`config.mk`:
```
export PLATFORM = sky130hd
export DESIGN_NAME = rtc_bus_reader_flat
export DESIGN_NICKNAME = d
export VERILOG_FILES = /design/src/rtl/rtc_bus_reader_if.sv /design/src/rtl/rtc_bus_reader.sv /design/src/flat_wrapper.sv
export SDC_FILE = /design/constraint.sdc
export NUM_CORES = 1
export LEC_CHECK = 0
export BUFFER_PORTS_ARGS = -buffer_cell sky130_fd_sc_hd__buf_2
export CORE_MARGIN = 4
export CORE_UTILIZATION = 57
export CTS_BUF_LIST = sky130_fd_sc_hd__clkbuf_4
export CTS_CLUSTER_DIAMETER = 80
export DETAILED_ROUTE_END_ITERATION = 12
export GPL_ROUTABILITY_DRIVEN = 0
export PLACE_DENSITY = 0.85
export SYNTH_ARGS = -nofsm -noshare
export SYNTH_HDL_FRONTEND = slang
export SYNTH_SLANG_ARGS = --single-unit
```
`constraint.sdc`:
```
create_clock -name clk -period 2.7 [get_ports clk]
set_clock_uncertainty 0.15 [all_clocks]
set_input_delay 0.135 -clock clk [delete_from_list [all_inputs] [get_ports clk]]
set_output_delay 0.135 -clock clk [all_outputs]
set_load 0.05 [all_outputs]
```
`src/rtl/rtc_bus_reader_if.sv`:
```
// Bus bundle for rtc_bus_reader: RTC multiplexed address/data strobes plus the
// display register bank address/AoD/data_vga path and scan control.
interface rtc_bus_reader_if;
    logic       scan_req;
    logic [7:0] ad_in;
    logic [7:0] ad_out;
    logic       ad_oe;
    logic       cs_n;
    logic       ale;
    logic       rd_n;
    logic [7:0] address;
    logic       AoD;
    logic [7:0] data_vga;
    logic       busy;
    logic       scan_done;

    modport master (
        input  scan_req, ad_in,
        output ad_out, ad_oe, cs_n, ale, rd_n, address, AoD, data_vga, busy, scan_done
    );

    modport slave (
        output scan_req, ad_in,
        input  ad_out, ad_oe, cs_n, ale, rd_n, address, AoD, data_vga, busy, scan_done
    );
endinterface

```
`src/rtl/rtc_bus_reader.sv`:
```
// Scans 11 RTC registers over the multiplexed bus and republishes each value to the
// display register bank with a single AoD=0 capture cycle per register.
module rtc_bus_reader #(
    parameter int unsigned T_ADDR = 4,
    parameter int unsigned T_RD   = 6,
    parameter int unsigned T_GAP  = 4
) (
    input  logic             clk,
    input  logic             reset_n,
    rtc_bus_reader_if.master bus
);

    localparam int unsigned LAST_IDX = 10;
    localparam logic [7:0]  CNT_ADDR = 8'(T_ADDR - 1);
    localparam logic [7:0]  CNT_RD   = 8'(T_RD - 1);
    localparam logic [7:0]  CNT_GAP  = 8'(T_GAP - 1);

    typedef enum logic [2:0] {
        S_IDLE,
        S_ADDR,
        S_TURN,
        S_READ,
        S_CAPT,
        S_GAP,
        S_DONE
    } state_t;

    state_t     state_q, state_d;
    logic [7:0] cnt_q, cnt_d;
    logic [3:0] idx_q, idx_d;
    logic [7:0] ad_out_q, ad_out_d;
    logic       ad_oe_q, ad_oe_d;
    logic       cs_n_q, cs_n_d;
    logic       ale_q, ale_d;
    logic       rd_n_q, rd_n_d;
    logic [7:0] address_q, address_d;
    logic       aod_q, aod_d;
    logic [7:0] data_vga_q, data_vga_d;
    logic       busy_q, busy_d;
    logic       scan_done_q, scan_done_d;

    // idx 0..7 -> time/date 0x21..0x28, idx 8..10 -> timer 0x41..0x43
    function automatic logic [7:0] reg_addr(input logic [3:0] i);
        if (i < 4'd8) begin
            return 8'h21 + 8'(i);
        end
        return 8'h41 + 8'(i - 4'd8);
    endfunction

    always_ff @(posedge clk or negedge reset_n) begin
        if (!reset_n) begin
            state_q     <= S_IDLE;
            cnt_q       <= 8'h00;
            idx_q       <= 4'd0;
            ad_out_q    <= 8'h00;
            ad_oe_q     <= 1'b0;
            cs_n_q      <= 1'b1;
            ale_q       <= 1'b0;
            rd_n_q      <= 1'b1;
            address_q   <= 8'h00;
            aod_q       <= 1'b1;
            data_vga_q  <= 8'h00;
            busy_q      <= 1'b0;
            scan_done_q <= 1'b0;
        end else begin
            state_q     <= state_d;
            cnt_q       <= cnt_d;
            idx_q       <= idx_d;
            ad_out_q    <= ad_out_d;
            ad_oe_q     <= ad_oe_d;
            cs_n_q      <= cs_n_d;
            ale_q       <= ale_d;
            rd_n_q      <= rd_n_d;
            address_q   <= address_d;
            aod_q       <= aod_d;
            data_vga_q  <= data_vga_d;
            busy_q      <= busy_d;
            scan_done_q <= scan_done_d;
        end
    end

    // Outputs are decoded from the next state so the registered strobes line up with state_q.
    always_comb begin
        state_d    = state_q;
        cnt_d      = cnt_q;
        idx_d      = idx_q;
        data_vga_d = data_vga_q;

        unique case (state_q)
            S_IDLE: begin
                if (bus.scan_req) begin
                    idx_d   = 4'd0;
                    cnt_d   = CNT_ADDR;
                    state_d = S_ADDR;
                end
            end
            S_ADDR: begin
                if (cnt_q == 8'h00) begin
                    state_d = S_TURN;
                end else begin
                    cnt_d = cnt_q - 8'h01;
                end
            end
            S_TURN: begin
                cnt_d   = CNT_RD;
                state_d = S_READ;
            end
            S_READ: begin
                if (cnt_q == 8'h00) begin
                    data_vga_d = bus.ad_in;
                    state_d    = S_CAPT;
                end else begin
                    cnt_d = cnt_q - 8'h01;
                end
            end
            S_CAPT: begin
                cnt_d   = CNT_GAP;
                state_d = S_GAP;
            end
            S_GAP: begin
                if (cnt_q == 8'h00) begin
                    if (idx_q < 4'(LAST_IDX)) begin
                        idx_d   = idx_q + 4'd1;
                        cnt_d   = CNT_ADDR;
                        state_d = S_ADDR;
                    end else begin
                        state_d = S_DONE;
                    end
                end else begin
                    cnt_d = cnt_q - 8'h01;
                end
            end
            S_DONE: begin
                state_d = S_IDLE;
            end
            default: begin
                state_d = S_IDLE;
            end
        endcase

        ad_out_d    = 8'h00;
        ad_oe_d     = 1'b0;
        ale_d       = 1'b0;
        rd_n_d      = 1'b1;
        aod_d       = 1'b1;
        address_d   = address_q;
        cs_n_d      = 1'b1;
        busy_d      = (state_d != S_IDLE);
        scan_done_d = (state_d == S_DONE);

        unique case (state_d)
            S_ADDR: begin
                cs_n_d    = 1'b0;
                ale_d     = 1'b1;
                ad_oe_d   = 1'b1;
                ad_out_d  = reg_addr(idx_d);
                address_d = reg_addr(idx_d);
            end
            S_TURN: cs_n_d = 1'b0;
            S_READ: begin
                cs_n_d = 1'b0;
                rd_n_d = 1'b0;
            end
            S_CAPT: begin
                cs_n_d = 1'b0;
                aod_d  = 1'b0;
            end
            default: begin
                cs_n_d = 1'b1;
            end
        endcase
    end

    assign bus.ad_out    = ad_out_q;
    assign bus.ad_oe     = ad_oe_q;
    assign bus.cs_n      = cs_n_q;
    assign bus.ale       = ale_q;
    assign bus.rd_n      = rd_n_q;
    assign bus.address   = address_q;
    assign bus.AoD       = aod_q;
    assign bus.data_vga  = data_vga_q;
    assign bus.busy      = busy_q;
    assign bus.scan_done = scan_done_q;

endmodule

```
`src/flat_wrapper.sv`:
```
// flat-port wrapper written by rule: the top's interface ports become plain ports
module rtc_bus_reader_flat 
#(
    parameter int unsigned T_ADDR = 4,
    parameter int unsigned T_RD   = 6,
    parameter int unsigned T_GAP  = 4
)
  (clk, reset_n, bus_scan_req, bus_ad_in, bus_ad_out, bus_ad_oe, bus_cs_n, bus_ale, bus_rd_n, bus_address, bus_AoD, bus_data_vga, bus_busy, bus_scan_done);
  rtc_bus_reader_if bus_i ();
  input  logic clk;
  input  logic reset_n;
  input wire logic [$bits(bus_i.scan_req)-1:0] bus_scan_req;
  input wire logic [$bits(bus_i.ad_in)-1:0] bus_ad_in;
  output wire logic [$bits(bus_i.ad_out)-1:0] bus_ad_out;
  output wire logic [$bits(bus_i.ad_oe)-1:0] bus_ad_oe;
  output wire logic [$bits(bus_i.cs_n)-1:0] bus_cs_n;
  output wire logic [$bits(bus_i.ale)-1:0] bus_ale;
  output wire logic [$bits(bus_i.rd_n)-1:0] bus_rd_n;
  output wire logic [$bits(bus_i.address)-1:0] bus_address;
  output wire logic [$bits(bus_i.AoD)-1:0] bus_AoD;
  output wire logic [$bits(bus_i.data_vga)-1:0] bus_data_vga;
  output wire logic [$bits(bus_i.busy)-1:0] bus_busy;
  output wire logic [$bits(bus_i.scan_done)-1:0] bus_scan_done;
  assign bus_i.scan_req = bus_scan_req;
  assign bus_i.ad_in = bus_ad_in;
  assign bus_ad_out = bus_i.ad_out;
  assign bus_ad_oe = bus_i.ad_oe;
  assign bus_cs_n = bus_i.cs_n;
  assign bus_ale = bus_i.ale;
  assign bus_rd_n = bus_i.rd_n;
  assign bus_address = bus_i.address;
  assign bus_AoD = bus_i.AoD;
  assign bus_data_vga = bus_i.data_vga;
  assign bus_busy = bus_i.busy;
  assign bus_scan_done = bus_i.scan_done;
  rtc_bus_reader #(.T_ADDR(T_ADDR), .T_RD(T_RD), .T_GAP(T_GAP)) u_core (.clk(clk), .reset_n(reset_n), .bus(bus_i));
endmodule
```
==> out/qor.txt, run 1 <==
synthesized cell area = 0.00211 mm^2
r2r setup slk = 0.15 ns
Least-Margin Pin Slew = 0.918 ns
Synth top cells by count = dfrtp_1 (40), inv_1 (11), nand2_1 (11)
Peak VDD IR = 739 uV
ranking of synthesized cells by area = dfrtp_1 (47%), mux2_2 (4.8%), dfstp_2 (3.7%)
EDFF count, synth = 0
Max FO, Critical Path = 9
dominant synthesized flop cell = dfrtp_1
total track usage = 21.8%
CP Class = reg -> reg
Slew Limit Fails = 0
Critical Path AT = 2.65 ns
Total Wirelength = 4490 um
post-synth top area share = 47.3%
Fin Hold WS = 0.272 ns
Die Wd = 68.9 um
first-pass GRT wire length = 7490 um
Power Dens Cells = 1230 mW/mm^2
root buf cell = clkbuf_4
chip height = 68.9 um
sw frac = 46.6%
final hold violations = 0
clock network fraction of design power = 16.4%
final worst path period need = 2.55 ns
Overflow after GRT = 0
outcome = completed
post-synthesis cell count = 192
sequential element share of the synthesized area = 51.1%
RSZ-0062 raised after global routing = false
crit end category = flop
antenna cell count = 0
CTS HTree Levels = 2
DRT iter0 DRCs = 148
Max Clk Rate = 393 MHz
Mean Syn Cell Area = 11.0 um^2
final setup margin = 0.153 ns
Synth Register Bits = 43
Gate power share = 49.3%
synth unique cells = 60
die area = 0.00475 mm^2
startpoint types = flop
Synth async-reset ratio = 100%
TNS Setup = 0 ns
CTS clk-pin slew, worst paths = 0.13 ns
initial antenna violation count = 0
Final Cycle Share = 94.3%
CTS tree = done
core area = 0.00347 mm^2
Final nets = 253
top-count cell post-synth = dfrtp_1
TritonRoute pass-1 iters = 4
DP Worst Slack = 0.126 ns
slew margin rel. = 38.8%
Initial Util = 61.0%
CP required = 2.81 ns
Int Pwr = 1660 uW
Clock Latency Late Sink = 0.37 ns
Num CTS Buffers = 5
ANT nets after route = 0
Longest Clk Path Bufs = 2
Seq pwr share = 34.2%
Final Setup Violations = 0
num ports = 42
cell accounting for the most synthesized area = dfrtp_1
sw power = 1450 uW
num rows = 21
Clock Sinks = 43
via count = 1624
DRC violations left = 0
Hold Path Class = in -> async
DR vias/cell = 5.66
Final HPWL DP = 3060 um
PortBufs = 39
area delta synth->final = 19.5%
layout cells sized above 1 = 31.5%
Lkg Pwr = 0.00121 uW
largest net degree at the start of global routing = 44
Maximum Capacitance Violations = 0
via count of the first global-routing pass = 1621
warning count from the yosys run = 0
DR WL/cell = 15.7 um
==> metal layers <==
layer	GRT usage, %	share of wire (%)	vias up
li1	-	-	787
met1	28.7	44	779
met2	34.8	49	51
met3	4.86	5.7	7
met4	9.25	1.4	0
met5	0	0	-
==> logic make-up after synthesis <==
group                    after synthesis  share of synthesized area, %
AND/OR/NAND/NOR                       62                          18.5
AO/OA/AOI/OAI                         47                          16.7
other                                  1                         0.177
buffers and inverters                 25                          6.09
XOR/XNOR                               1                         0.414
flip-flops                            43                          51.1
multiplexers                          11                          5.80
adder cells (fa/ha/maj)                2                          1.18
==> timing repair <==
action,in CTS,in global routing
setup endpoints to repair,0,3
resized for setup,0,2
hold buffers,10,0
endpoints found under the hold margin,49,0
setup buffers,0,0
==> cell type report <==
type,count,area (um^2)
clock inverter,2,60.1
timing repair buffer,52,318
inverter,12,45.0
multi-input combinational,126,921
tap,46,57.6
clock buffer,6,45.0
sequential,43,1080
fill,263,942
==> power groups by stage <==
stage	combinational, uW	clock, uW	sequential (uW)
after global placement	1480	0	1060
after detailed placement	1510	0	1070
final	1530	510	1060
after global routing	1680	543	1100
after CTS	1530	516	1060
after floorplan	837	0	1410
==> sequential cells by signal (all words and copies together) (netlist names) <==
register / flops
u_core.bus.data_vga: 8
u_core.cnt_q: 8
u_core.bus.ad_out: 7
u_core.bus.address: 7
u_core.idx_q: 4
u_core.state_q: 3
u_core.bus.AoD: 1
u_core.bus.ale: 1
u_core.bus.busy: 1
u_core.bus.cs_n: 1
u_core.bus.rd_n: 1
u_core.bus.scan_done: 1
==> critical path: stages, from the launching register on <==
cell	delay [ns]
dfrtp_1	0.43
inv_1	0.07
ha_1	0.20
or3b_1	0.50
nor4_4	0.28
and2_1	0.42
mux2_2	0.38
==> layout by cell type (no fill, tap or decap), types with 3 or more instances in the layout <==
master          n
mux2_2          9
o21ai_0         6
nand2b_1        4
buf_4           3
clkbuf_4        6
and2_1          5
a211oi_1        3
nand4_1         3
a21oi_1         8
nor3_1          3
buf_2          39
nor2_1          9
dlygate4sd3_1  10
nand2_1        11
nand3_1         5
dfrtp_1        40
o22ai_1         4
dfstp_2         3
or3_1           4
conb_1          3
a21o_1          7
inv_1          11
==> worst paths after layout <==
path                                        from  depth (start not counted)                endpoint
max                              u_core.cnt_q[0]                          6  u_core.bus.data_vga[4]
min                                      reset_n                          2    u_core.bus.ad_out[0]
max reg2reg                      u_core.cnt_q[0]                          6  u_core.bus.data_vga[4]
min reg2reg                u_core.bus.address[5]                          1   u_core.bus.address[5]
max in group asynchronous                reset_n                          2       u_core.state_q[2]
min in group clk           u_core.bus.address[5]                          1   u_core.bus.address[5]
==> per-stage QoR <==
step	area [um^2]	power (uW)	instances	util, %
2_1_floorplan	2120	2250	194	-
3_5_place_dp	2310	2580	269	66.7
6_report	2530	3110	287	72.8
5_1_grt	2530	3320	287	72.8
3_3_place_gp	2310	2540	269	66.7
4_1_cts	2520	3100	287	72.6
Note: power is estimated with default switching activity, not from simulation.
==> run 2: changes to the inputs <==
- ABC_CLOCK_PERIOD_IN_PS: not set -> 3300
- CORE_UTILIZATION: 57 -> 60
- PLACE_DENSITY: 0.85 -> 0.89
- clock period: 2.7 -> 3.3 ns (I/O delays scaled with it)
==> out/qor.txt, run 2 (synthesis results as in run 1) <==
R2R depth = 6
root buf cell = clkbuf_4
final worst path period need = 2.67 ns
Final Setup Violations = 0
Clock Sinks = 43
initial antenna violation count = 0
RSZ-0062 raised after global routing = false
DR vias/cell = 5.57
sw power = 1180 uW
slew margin rel. = 39.4%
Final HPWL DP = 2950 um
R2R Path Start = u_core.cnt_q[0]
area delta synth->final = 16.0%
Maximum Capacitance Violations = 0
DR top layer = met4
Max Clk Rate = 374 MHz
reg-to-reg critical path endpoint = u_core.bus.data_vga[2]
TritonRoute pass-1 iters = 4
DR WL met2 = 2090 um
Lkg Pwr = 0.00117 uW
first-pass GRT wire length = 7350 um
crit end category = flop
largest net degree at the start of global routing = 44
r2r setup slk = 0.63 ns
Die Wd = 67.4 um
CP top delay family = simple AND/OR/NAND/NOR gates
Seq pwr share = 37.5%
total track usage = 21.8%
cell count along the critical path = 6
CP max stage cell = or3b_1
CTS HTree Levels = 2
sw frac = 50.2%
die area = 0.00454 mm^2
Final Cycle Share = 81.0%
multi-input combinational cell area = 913 um^2
CP Buf/Inv Count = 1
routed wl met3 = 228 um
Critical Path AT = 2.78 ns
outcome = completed
num rows = 21
DR WL/cell = 15.0 um
via count of the first global-routing pass = 1579
Slowest Stage Delay on Critical Path = 0.51 ns
Initial Util = 62.9%
CTS tree = done
layout cells sized above 1 = 30.3%
clock network fraction of design power = 11.3%
via count = 1582
Num CTS Buffers = 5
Clock Latency Late Sink = 0.36 ns
worst path cell trace = inv_1 -> ha_1 -> or3b_1 -> nor4_4 -> and2_1 -> mux2_2
most frequent cells in the layout = dfrtp_1 (40), buf_2 (39), inv_1 (11), nand2_1 (11), dlygate4sd3_1 (10)
chip height = 67.4 um
Peak VDD IR = 569 uV
Power Dens Cells = 960 mW/mm^2
DRT iter0 DRCs = 79
Worst Setup EP = u_core.bus.data_vga[2]
CP Class = reg -> reg
DRC violations left = 0
Hold Path Class = in -> async
Int Pwr = 1170 uW
Final nets = 250
commonest non-fill, non-tap cell in the layout = dfrtp_1
fillers = 255
register area = 0.00108 mm^2
M1 WL = 1890 um
CP required = 3.40 ns
Total Wirelength = 4260 um
num ports = 42
Least-Margin Pin Slew = 0.908 ns
core area = 0.00336 mm^2
Overflow after GRT = 0
crit path launch = u_core.cnt_q[0]
ANT nets after route = 0
Longest Clk Path Bufs = 2
startpoint types = flop
CTS clk-pin slew, worst paths = 0.13 ns
Max FO, Critical Path = 9
Slew Limit Fails = 0
TNS Setup = 0 ns
Gate power share = 51.3%
Power, Total = 2360 uW
antenna cell count = 0
final hold violations = 0
PortBufs = 39
run 2: timing repair:
item | in CTS | in global routing
resized for setup | 0 | 0
hold endpoints to repair | 49 | 0
hold buffers | 10 | 0
setup buffers | 0 | 0
run 2: final cells by class:
class / instances / area share [%]
clock inverter: 3 / 0.969
inverter: 12 / 1.84
timing repair buffer: 49 / 12.0
tap: 46 / 2.35
sequential: 43 / 44.0
clock buffer: 5 / 1.53
multi-input combinational: 126 / 37.2
run 2: through the flow:
step	area [um^2]	worst slack (ns)	util (%)	hold slack, ns	instances
floorplan	2120	1.00	-	-0.281	194
detailed placement	2290	0.668	68.1	0.199	266
finish	2450	0.628	72.9	0.302	284
global route	2450	0.529	72.9	0.367	284
global placement	2290	0.773	68.1	0.190	266
CTS	2450	0.637	72.9	0.330	284
run 2: worst min-delay path by stage:
stage | slack (ns) | endpoint | from
after global routing | 0.37 | u_core.bus.address[0] | u_core.bus.address[0]
after CTS | 0.33 | u_core.bus.address[5] | reset_n
after detailed placement | 0.20 | u_core.bus.ale | reset_n
final | 0.30 | u_core.bus.address[2] | reset_n
after floorplan | -0.28 | u_core.bus.ad_out[0] | reset_n
after global placement | 0.19 | u_core.bus.ad_out[3] | reset_n
run 2: worst register-to-register path, delay by kind of cell (launching register included):
| kind | cells | cell delay (ns) |
|---|---|---|
| flip-flops | 1 | 0.42 |
| buffers and inverters | 1 | 0.07 |
| adder cells (fa/ha/maj) | 1 | 0.19 |
| AND/OR/NAND/NOR | 3 | 1.35 |
| multiplexers | 1 | 0.39 |
run 2: routing by layer:
metal / up-vias / global-route usage, %
met3: 7 / 4.16
li1: 779 / -
met4: 0 / 9.62
met5: - / 0
met2: 47 / 35.6
met1: 749 / 28.1
run 2: power groups by stage:
| stage | Sequential [uW] | Clock, uW | Combinational (uW) |
|---|---|---|---|
| after global placement | 877 | 0 | 1180 |
| after floorplan | 1150 | 0 | 685 |
| after global routing | 911 | 298 | 1310 |
| after detailed placement | 888 | 0 | 1190 |
| after CTS | 881 | 271 | 1210 |
| final | 882 | 266 | 1210 |
